**src/rtl/fifo_pkg.sv**
```systemverilog
// Shared definitions for the FIFO width-conversion stages (unpacker now,
// matching packer later): slice ratio, index width and the hold-state encoding.
package fifo_pkg;

  // Two-state holding FSM: nothing held, or one FIFO word being sliced out.
  typedef enum logic {
    ST_EMPTY = 1'b0,
    ST_HOLD  = 1'b1
  } unpack_state_e;

  // Number of narrow slices carried by one wide word.
  function automatic int slice_ratio(input int in_width, input int out_width);
    return in_width / out_width;
  endfunction

  // Width of a slice index; never narrower than one bit so the index register
  // stays well formed even for degenerate ratios.
  function automatic int idx_width(input int ratio);
    int w;
    if (ratio > 1) begin
      w = $clog2(ratio);
    end else begin
      w = 1;
    end
    return w;
  endfunction

endpackage

```
**src/rtl/fifo_unpacker.sv**
```systemverilog
// Pops IN_WIDTH words from a show-ahead FIFO and emits them as RATIO narrower
// slices on a valid/ready stream, one slice per cycle with no bubble between
// words. The pop for the next word is issued in the same cycle the last slice
// of the current word is accepted, so the stream stays continuous.
module fifo_unpacker
  import fifo_pkg::*;
#(
  parameter int IN_WIDTH  = 8,
  parameter int OUT_WIDTH = 2,
  parameter int MSB_FIRST = 1,
  parameter int CNT_WIDTH = 16
) (
  input  logic                 clk,
  input  logic                 rst_n,
  input  logic [IN_WIDTH-1:0]  fifo_dout,
  input  logic                 fifo_empty,
  output logic                 fifo_rd_en,
  input  logic                 flush,
  output logic [OUT_WIDTH-1:0] m_data,
  output logic                 m_valid,
  input  logic                 m_ready,
  output logic                 m_last,
  output logic [CNT_WIDTH-1:0] word_cnt,
  output logic                 busy
);

  localparam int RATIO = slice_ratio(IN_WIDTH, OUT_WIDTH);
  localparam int IDX_W = idx_width(RATIO);
  localparam logic [IDX_W-1:0] IDX_LAST = IDX_W'(RATIO - 1);

  // Reject width combinations that cannot be sliced evenly.
  if (((IN_WIDTH % OUT_WIDTH) != 0) || (RATIO < 2)) begin : g_param_check
    $fatal(1, "fifo_unpacker: IN_WIDTH must be a multiple (>=2x) of OUT_WIDTH");
  end

  unpack_state_e          state_r;
  unpack_state_e          state_next_s;
  logic [IN_WIDTH-1:0]    sreg_r;
  logic [IDX_W-1:0]       idx_r;
  logic [CNT_WIDTH-1:0]   word_cnt_r;
  logic                   held_s;
  logic                   at_last_s;
  logic                   xfer_s;
  logic                   last_xfer_s;
  logic                   rd_en_s;
  logic [OUT_WIDTH-1:0]   m_data_s;

  assign held_s      = (state_r == ST_HOLD);
  assign at_last_s   = (idx_r == IDX_LAST);
  assign xfer_s      = held_s && m_ready;
  assign last_xfer_s = xfer_s && at_last_s;

  // Pop request: only when a word can be taken this edge, never during flush
  // or reset, and never against an empty FIFO.
  always_comb begin
    rd_en_s = 1'b0;
    if (rst_n && !flush && !fifo_empty && (!held_s || last_xfer_s)) begin
      rd_en_s = 1'b1;
    end else begin
      rd_en_s = 1'b0;
    end
  end

  // Hold-state register.
  always_ff @(posedge clk or negedge rst_n) begin
    if (!rst_n) begin
      state_r <= ST_EMPTY;
    end else begin
      state_r <= state_next_s;
    end
  end

  // Next hold state: flush wins, otherwise load on pop and release after the
  // last slice when no follow-on word is available.
  always_comb begin
    state_next_s = state_r;
    if (flush) begin
      state_next_s = ST_EMPTY;
    end else begin
      case (state_r)
        ST_EMPTY: begin
          if (rd_en_s) begin
            state_next_s = ST_HOLD;
          end else begin
            state_next_s = ST_EMPTY;
          end
        end
        ST_HOLD: begin
          if (last_xfer_s && !rd_en_s) begin
            state_next_s = ST_EMPTY;
          end else begin
            state_next_s = ST_HOLD;
          end
        end
        default: begin
          state_next_s = ST_EMPTY;
        end
      endcase
    end
  end

  // Shift register and slice index: capture on pop, advance on non-last accept.
  always_ff @(posedge clk or negedge rst_n) begin
    if (!rst_n) begin
      sreg_r <= '0;
      idx_r  <= '0;
    end else if (flush) begin
      sreg_r <= sreg_r;
      idx_r  <= '0;
    end else if (rd_en_s) begin
      sreg_r <= fifo_dout;
      idx_r  <= '0;
    end else if (xfer_s && !at_last_s) begin
      sreg_r <= sreg_r;
      idx_r  <= idx_r + IDX_W'(1);
    end else begin
      sreg_r <= sreg_r;
      idx_r  <= idx_r;
    end
  end

  // Completed-word counter; a last slice accepted under flush is discarded
  // and therefore not counted.
  always_ff @(posedge clk or negedge rst_n) begin
    if (!rst_n) begin
      word_cnt_r <= '0;
    end else if (!flush && last_xfer_s) begin
      word_cnt_r <= word_cnt_r + CNT_WIDTH'(1);
    end else begin
      word_cnt_r <= word_cnt_r;
    end
  end

  // Slice select from the held word; depends only on registers so m_ready
  // has no combinational path to the data.
  always_comb begin
    m_data_s = '0;
    for (int i = 0; i < RATIO; i++) begin
      if (idx_r == IDX_W'(i)) begin
        if (MSB_FIRST != 0) begin
          m_data_s = sreg_r[IN_WIDTH-1-i*OUT_WIDTH -: OUT_WIDTH];
        end else begin
          m_data_s = sreg_r[i*OUT_WIDTH +: OUT_WIDTH];
        end
      end else begin
        m_data_s = m_data_s;
      end
    end
  end

  // Stream outputs are all derived from the hold state and datapath registers.
  always_comb begin
    m_valid = held_s;
    busy    = held_s;
    m_last  = held_s && at_last_s;
    m_data  = m_data_s;
  end

  assign fifo_rd_en = rd_en_s;
  assign word_cnt   = word_cnt_r;

endmodule

```
**config.mk**
```make
export PLATFORM = sky130hd
export DESIGN_NAME = fifo_unpacker
export DESIGN_NICKNAME = d
export VERILOG_FILES = /design/src/rtl/fifo_pkg.sv /design/src/rtl/fifo_unpacker.sv
export SDC_FILE = /design/constraint.sdc
export NUM_CORES = 1
export LEC_CHECK = 0
export ABC_CLOCK_PERIOD_IN_PS = 2360
export CAP_MARGIN = 10
export CORE_MARGIN = 2
export CORE_UTILIZATION = 48
export CTS_CLUSTER_SIZE = 40
export DETAILED_ROUTE_END_ITERATION = 6
export GPL_TIMING_DRIVEN = 0
export PLACE_DENSITY = 0.87
export SLEW_MARGIN = 20
export SYNTH_ARGS = -nofsm -noshare
export SYNTH_HDL_FRONTEND = slang
export SYNTH_SLANG_ARGS = --single-unit
```
**constraint.sdc**
```tcl
create_clock -name clk -period 2.36 [get_ports clk]
set_input_delay 0.472 -clock clk [delete_from_list [all_inputs] [get_ports clk]]
set_output_delay 0.472 -clock clk [all_outputs]
set_load 0.005 [all_outputs]
```
# After elaboration in Yosys (flattened, before gate mapping)

Cells that the tools add are included.

Flip-flop bits (word level): 27
Output and inout port bits: 22
Word-level logic and storage cells: 41
Bits of input ports: 13

Bitwise operators: 2
Equality and inequality tests: 3
Mux-type cells: 12
Add/subtract/negate cells: 2
Reduce and logical (&&, ||, !) cells: 18

Operator list:

| kind                    | number |
|---|---|
| $add A16 B1 Y16 const B | 1 |
| $mux W2                 | 7 |
| $logic_and A1 B1 Y1     | 9 |
| $logic_not A1 Y1        | 5 |
| $eq A2 B2 Y1 const B    | 2 |
| $mux W1                 | 4 |
| $reduce_bool A3 Y1      | 1 |
| $add A2 B1 Y2 const B   | 1 |
| $eq A2 B1 Y1 const B    | 1 |
| $logic_not A2 Y1        | 1 |
| $not A1 Y1              | 2 |
| $pmux W1 S2             | 1 |
| $reduce_and A2 Y1       | 1 |
| $logic_or A1 B1 Y1      | 1 |

# Logic depth before layout (Yosys ltp)

Gate-level depths: netlist of run 1.

Depth in word-level cells: 10
Gate-level depth with buffers: 6
Mapped depth without buffers: 6

# Worst setup path before layout of run 1

No wires, ideal clock.

Path type: flip-flop to output port
Start: reg idx_r[0]
End: out fifo_rd_en
Arrival time: 1.308 ns
Required time: 1.888 ns
Stages on the path, launching flop included: 7
Buffers on the path: 2
Slack: 0.580 ns
Cell sequence: dfrtp_1 -> ha_1 -> buf_4 -> a21oi_2 -> or3_1 -> buf_6 -> inv_1

Longest elaborated chain between the ends: 5

RTL lines:

| element                  | line                 | text |
|---|---|---|
| start: declaration       | fifo_unpacker.sv:39  | `logic [IDX_W-1:0] idx_r;` |
| start signal: assignment | fifo_unpacker.sv:115 | `idx_r <= idx_r + IDX_W'(1);` |
| start signal: assignment | fifo_unpacker.sv:118 | `idx_r <= idx_r;` |
| $eq A2 B2 Y1             | fifo_unpacker.sv:49  | `assign at_last_s = (idx_r == IDX_LAST);` |
| $logic_and A1 B1 Y1      | fifo_unpacker.sv:51  | `assign last_xfer_s = xfer_s && at_last_s;` |
| $logic_or A1 B1 Y1       | fifo_unpacker.sv:57  | `if (rst_n && !flush && !fifo_empty && (!held_s \|\| last_xfer_s)) begin` |
| $logic_and A1 B1 Y1      | fifo_unpacker.sv:57  |  |
| $mux W1                  | fifo_unpacker.sv:57  |  |
| end: declaration         | fifo_unpacker.sv:17  | `output logic fifo_rd_en,` |

Every way passes these cells.

# Final worst setup path of run 1

Same ends and word-level chain as after synthesis.

==> impl_metrics.json, run 1 <==
{
  "ant_nets": 0,
  "place_hpwl_mm": 1.93,
  "drive_above_1_share": 0.209,
  "initial_utilization": 0.503,
  "grt_max_degree": 29,
  "synth-seq-area-share": 0.487,
  "synth_edf_count": 0,
  "fmax_mhz": 446,
  "finalHoldViolations": 0,
  "fp.coreArea_sq_mm": 0.00276,
  "final_common_cell": "clkdlybuf4s50_1",
  "yosysWarnings": 0,
  "max_slew_margin": 0.751,
  "place_ws_ns": -0.368,
  "drtIter0Drc": 15,
  "status": "complete, no violations",
  "multi_input_area_sq_um": 678,
  "skew_ns": 0.0109,
  "period_share": 0.949,
  "yosysTopAreaCellShare": 0.487,
  "critical_path.slowest_cell": "dfrtp_1",
  "crit_arrival_ns": 1.77,
  "power_switching_mw": 0.214,
  "p_clk_frac": 0.235,
  "diodes": 0,
  "seq_area_sq_um": 676,
  "tightest_slew_ns": 0.374,
  "irDropWorstVdd_v": 0.000363,
  "worst-path-buf-inv": 5,
  "num_rows": 19,
  "syn_avg_cell_area_sq_um": 11.7,
  "start_kind": "flip-flop",
  "track_usage": 0.168,
  "ios": 35,
  "powerDensity_mw_per_mm2": 468,
  "fp.dieH_um": 57.7,
  "syn_to_final_growth_pct": 33.7,
  "slowest_delay_ns": 0.38,
  "cts_sinks": 27,
  "yosysTopAreaCell": "dfrtp_1",
  "hold_class": "in2async",
  "path_max_fanout": 6,
  "critPathKind": "reg2out",
  "globalplace.congestion": 0.725,
  "p_leak_nw": 0.930,
  "path_cells": "buf_4, ha_2, buf_6, a21oi_2, or3_1, buf_6, inv_1, dlymetal6s2s_1",
  "pwr-share-seq": 0.597,
  "async_flop_share": 1.00,
  "slew_violations": 0,
  "post_drt_wl_per_cell_um": 13.4,
  "cp-end-kind": "output port",
  "clkTransAtPathRegs_ns": 0.16,
  "grt_setup_unrepaired": "false",
  "viasPerCell": 5.17,
  "drcViolationCount": 0,
  "die_area_sq_mm": 0.00333,
  "synth_cell_types": 28,
  "antenna_found_initial": 0,
  "mappedNetlistNets": 136,
  "max_cap_viol_count": 0,
  "ys.flop_type": "dfrtp_1",
  "power_frac_comb": 0.168,
  "grt_pass1_wl_mm": 4.40,
  "crit_family": "buffers and inverters",
  "root_buffer": "clkbuf_4",
  "dr.pass1.iters": 4,
  "routed_wl_mm": 2.61,
  "cts_max_path_buffers": 2,
  "final_cell_mix": "29 x clkdlybuf4s50_1, 27 x dfrtp_1, 15 x nand2_1",
  "cts_tree": "done",
  "port_buffers": 34,
  "synth-seq-cells": 27,
  "die_w_um": 57.7,
  "vias": 1003,
  "total_power_mw": 0.867,
  "ctsHoldBuffers": 0,
  "period_needed_ns": 2.24,
  "synth_cells": 118,
  "fillCellCount": 226,
  "netlist_area_sq_mm": 0.00139,
  "cts-htree-levels": 1,
  "required_ns": 1.89,
  "p_sw_frac": 0.247,
  "p_int_mw": 0.652,
  "cp_common_cell": "buf_6",
  "final_nets": 182,
  "synth.area.top_cells": "dfrtp_1 49%, mux2_4 8.7%, xnor2_1 5.7%",
  "cts_buffers": 3,
  "clk_latency_ns": 0.32,
  "fin_ws_ns": 0.119,
  "grt_pass1_vias": 1070,
  "overflow": 0,
  "finalSetupViolations": 0
}
==> cell usage after synthesis (all sizes together) (4+ instances only) <==
library cell / count
xor2: 6
nand2: 15
ha: 5
nor2: 6
mux2: 8
inv: 5
dfrtp: 27
nor4: 4
xnor2: 9
o21ai: 5
nand3: 6
==> registers in the layout, indices dropped and copies added (netlist names) <==
signal,count
word_cnt,16
sreg_r,8
idx_r,2
busy,1
==> final timing paths <==
kind,start,end,slack (ns),cells past startpoint
worst max-delay path,idx_r[0],fifo_rd_en,0.12,8
worst min-delay path,rst_n,word_cnt[7],0.04,1
worst max register to register,idx_r[0],sreg_r[1],0.48,8
worst min register to register,word_cnt[5],word_cnt[5],0.50,1
max in group asynchronous,rst_n,idx_r[0],2.04,1
min in group clk,word_cnt[5],word_cnt[5],0.50,1
==> per-layer routing <==
| layer | wire length [um] | GRT usage | share of wire | vias to the layer above |
|---|---|---|---|---|
| li1 | - | - | - | 494 |
| met1 | 1100 | 0.209 | 0.42 | 484 |
| met4 | 0 | 0.0332 | 0 | 0 |
| met2 | 1400 | 0.307 | 0.54 | 25 |
| met3 | 106 | 0.0268 | 0.041 | 0 |
| met5 | 0 | 0 | 0 | - |
==> layout make-up <==
class | instances | share of cell area
flip-flops and latches | 27 | 0.365
inverters | 5 | 0.0101
multi-input cells | 83 | 0.366
clock buffers | 3 | 0.0122
plain buffers | 3 | 0.0162
well taps | 31 | 0.0209
clock inverters | 1 | 0.00405
repair buffers | 41 | 0.206
==> power groups by stage <==
| stage | combinational (mW) | clock [mW] | sequential, mW |
|---|---|---|---|
| floorplan | 0.0811 | 0 | 0.520 |
| global placement | 0.140 | 0 | 0.526 |
| global route | 0.160 | 0.234 | 0.523 |
| detailed placement | 0.144 | 0 | 0.528 |
| CTS | 0.146 | 0.208 | 0.518 |
| finish | 0.145 | 0.203 | 0.518 |
==> cells by family after synthesis <==
kind of cell	share of synthesized area
multiplexers	0.108
XOR/XNOR	0.0948
flip-flops	0.487
AND/OR/NAND/NOR	0.201
adder cells (fa/ha/maj)	0.0451
AO/OA/AOI/OAI	0.0307
buffers and inverters	0.0325
==> through the flow <==
stage	instance area (sq um)	hold WS, ns	std cells	TNS, ns	utilization
after global routing	1850	0.0402	194	0	0.672
after CTS	1820	0.0494	190	-0.179	0.661
after floorplan	1390	0.176	118	0	-
after detailed placement	1760	0.493	183	-0.368	0.638
final	1850	0.0413	194	0	0.672
after global placement	1770	0.461	183	-5.96	0.640
==> timing repair <==
item,4_1_cts,5_1_grt
gates resized for setup,7,10
pin swaps,1,3
buffers inserted,3,4
endpoints found under the setup margin,3,3
endpoints found under the hold margin,0,0
No activity file was read; power rests on OpenSTA's default activity.
==> run 2: changes to the inputs <==
--- a/config.mk
+++ b/config.mk
@@ -7,12 +7,13 @@
 export LEC_CHECK = 0
 export ABC_CLOCK_PERIOD_IN_PS = 2360
 export CAP_MARGIN = 10
+export CORE_ASPECT_RATIO = 1.75
 export CORE_MARGIN = 2
 export CORE_UTILIZATION = 48
 export CTS_CLUSTER_SIZE = 40
 export DETAILED_ROUTE_END_ITERATION = 6
 export GPL_TIMING_DRIVEN = 0
-export PLACE_DENSITY = 0.87
+export PLACE_DENSITY = 0.78
 export SLEW_MARGIN = 20
 export SYNTH_ARGS = -nofsm -noshare
 export SYNTH_HDL_FRONTEND = slang
==> impl_metrics.json, run 2 (synthesis gave the netlist of run 1 again) <==
{
  "start_kind": "input pin",
  "hold_class": "in2async",
  "drcViolationCount": 0,
  "tightest_slew_ns": 0.357,
  "fin_ws_ns": 0.113,
  "final_cell_mix": "28 x clkdlybuf4s50_1, 27 x dfrtp_1, 15 x nand2_1",
  "globalplace.congestion": 0.747,
  "dr.pass1.iters": 3,
  "irDropWorstVdd_v": 0.000313,
  "p_leak_nw": 0.917,
  "grt_pass1_vias": 978,
  "dpl_cell_area_sq_mm": 0.00176,
  "max_cap_viol_count": 0,
  "final_common_cell": "clkdlybuf4s50_1",
  "cts-htree-levels": 1,
  "clk_latency_ns": 0.27,
  "period_share": 0.952,
  "port_buffers": 34,
  "viasPerCell": 5.28,
  "fmax_mhz": 445,
  "powerDensity_mw_per_mm2": 495,
  "grt_pass1_wl_mm": 4.33,
  "place_ws_ns": -0.369,
  "critPathKind": "in2out",
  "required_ns": 1.89,
  "num_rows": 25,
  "drtIter0Drc": 10,
  "grt_setup_unrepaired": "false",
  "finalHoldViolations": 0,
  "largest_reg_flops": 16,
  "diodes": 0,
  "place_hpwl_mm": 1.96,
  "drive_above_1_share": 0.163,
  "path_max_fanout": 4,
  "skew_ns": 0.00153,
  "slowest_delay_ns": 0.40,
  "grt_max_degree": 29,
  "die_area_sq_mm": 0.00335,
  "clkTransAtPathRegs_ns": 0.08,
  "path_cells": "clkdlybuf4s50_1, nand2b_4, or3_1, buf_6, inv_1, dlygate4sd2_1",
  "cts_buffers": 3,
  "cts_sinks": 27,
  "crit_arrival_ns": 1.77,
  "overflow": 0,
  "ios": 35,
  "ant_nets": 0,
  "cts_tree": "done",
  "syn_to_final_growth_pct": 32.6,
  "cts_max_path_buffers": 2,
  "final_cell_area_sq_mm": 0.00184,
  "antenna_found_initial": 0,
  "die_w_um": 44.6,
  "max_slew_margin": 0.762,
  "fillCellCount": 237,
  "fp.coreArea_sq_mm": 0.00272,
  "cp-end-kind": "output port",
  "initial_utilization": 0.509,
  "post_drt_wl_per_cell_um": 13.7,
  "finalSetupViolations": 0,
  "root_buffer": "clkbuf_8",
  "routed_wl_mm": 2.57,
  "slew_violations": 0,
  "period_needed_ns": 2.25,
  "final_nets": 179,
  "status": "complete, no violations",
  "fp.dieH_um": 75.1,
  "critical_path.slowest_cell": "clkdlybuf4s50_1",
  "vias": 987,
  "track_usage": 0.177
}
==> run 2: cell types whose count changed in the layout (fill, tap and decap cells not counted), sizes merged <==
cell,before,now
dlymetal6s2s,1,0
clkinvlp,1,0
buf,11,8
clkbuf,5,4
dlygate4sd2,1,5
clkdlybuf4s50,29,28
==> run 2: worst max-delay path, delay by kind of cell <==
| family | cells | cell delay [ns] |
|---|---|---|
| simple gates | 2 | 0.51 |
| buf+inv | 4 | 0.78 |
==> run 2: report_power, final <==
group	total (mW)	switching, mW	internal, mW
combinational	0.140	0.0485	0.0914
clock	0.253	0.132	0.121
sequential	0.517	0.0219	0.495
total	0.910	0.202	0.707
==> run 2: layer usage <==
metal,vias to the layer above,share of wire,GRT usage
met1,465,0.39,0.207
met5,-,0,0
met2,25,0.55,0.303
li1,488,-,-
met3,9,0.033,0.0216
met4,0,0.032,0.104
==> run 2: worst paths after layout <==
check / startpoint / end / slack, ns / depth (start not counted)
worst min register to register: word_cnt[15] / word_cnt[15] / 0.48 / 1
worst max-delay path: fifo_empty / fifo_rd_en / 0.11 / 6
max in group asynchronous: rst_n / sreg_r[2] / 1.99 / 1
worst min-delay path: rst_n / word_cnt[5] / 0.11 / 1
min in group clk: word_cnt[15] / word_cnt[15] / 0.48 / 1
worst max register to register: idx_r[0] / word_cnt[11] / 0.52 / 7
==> run 2: through the flow <==
stage	cells	TNS (ns)	utilization	hold slack, ns	total power [mW]
after floorplan	118	0	-	0.176	0.601
after global placement	179	-6.56	0.647	0.461	0.667
after detailed placement	179	-0.369	0.645	0.465	0.670
after CTS	187	0	0.675	0.115	0.922
after global routing	187	0	0.675	0.125	0.956
final	187	0	0.675	0.107	0.910
==> run 2: final cells by class <==
| type | count | area [sq um] | area share |
|---|---|---|---|
| multi-input cells | 83 | 673 | 0.366 |
| flip-flops and latches | 27 | 676 | 0.368 |
| repair buffers | 38 | 362 | 0.197 |
| clock buffers | 4 | 45.0 | 0.0245 |
| inverters | 5 | 18.8 | 0.0102 |
| plain buffers | 3 | 30.0 | 0.0163 |
| well taps | 27 | 33.8 | 0.0184 |
==> run 2: timing repair <==
action	in CTS	in global routing
pin swaps	1	0
endpoints found under the setup margin	3	1
hold buffers	0	0
buffers inserted	4	0
resized for setup	8	1
hold endpoints to repair	0	0
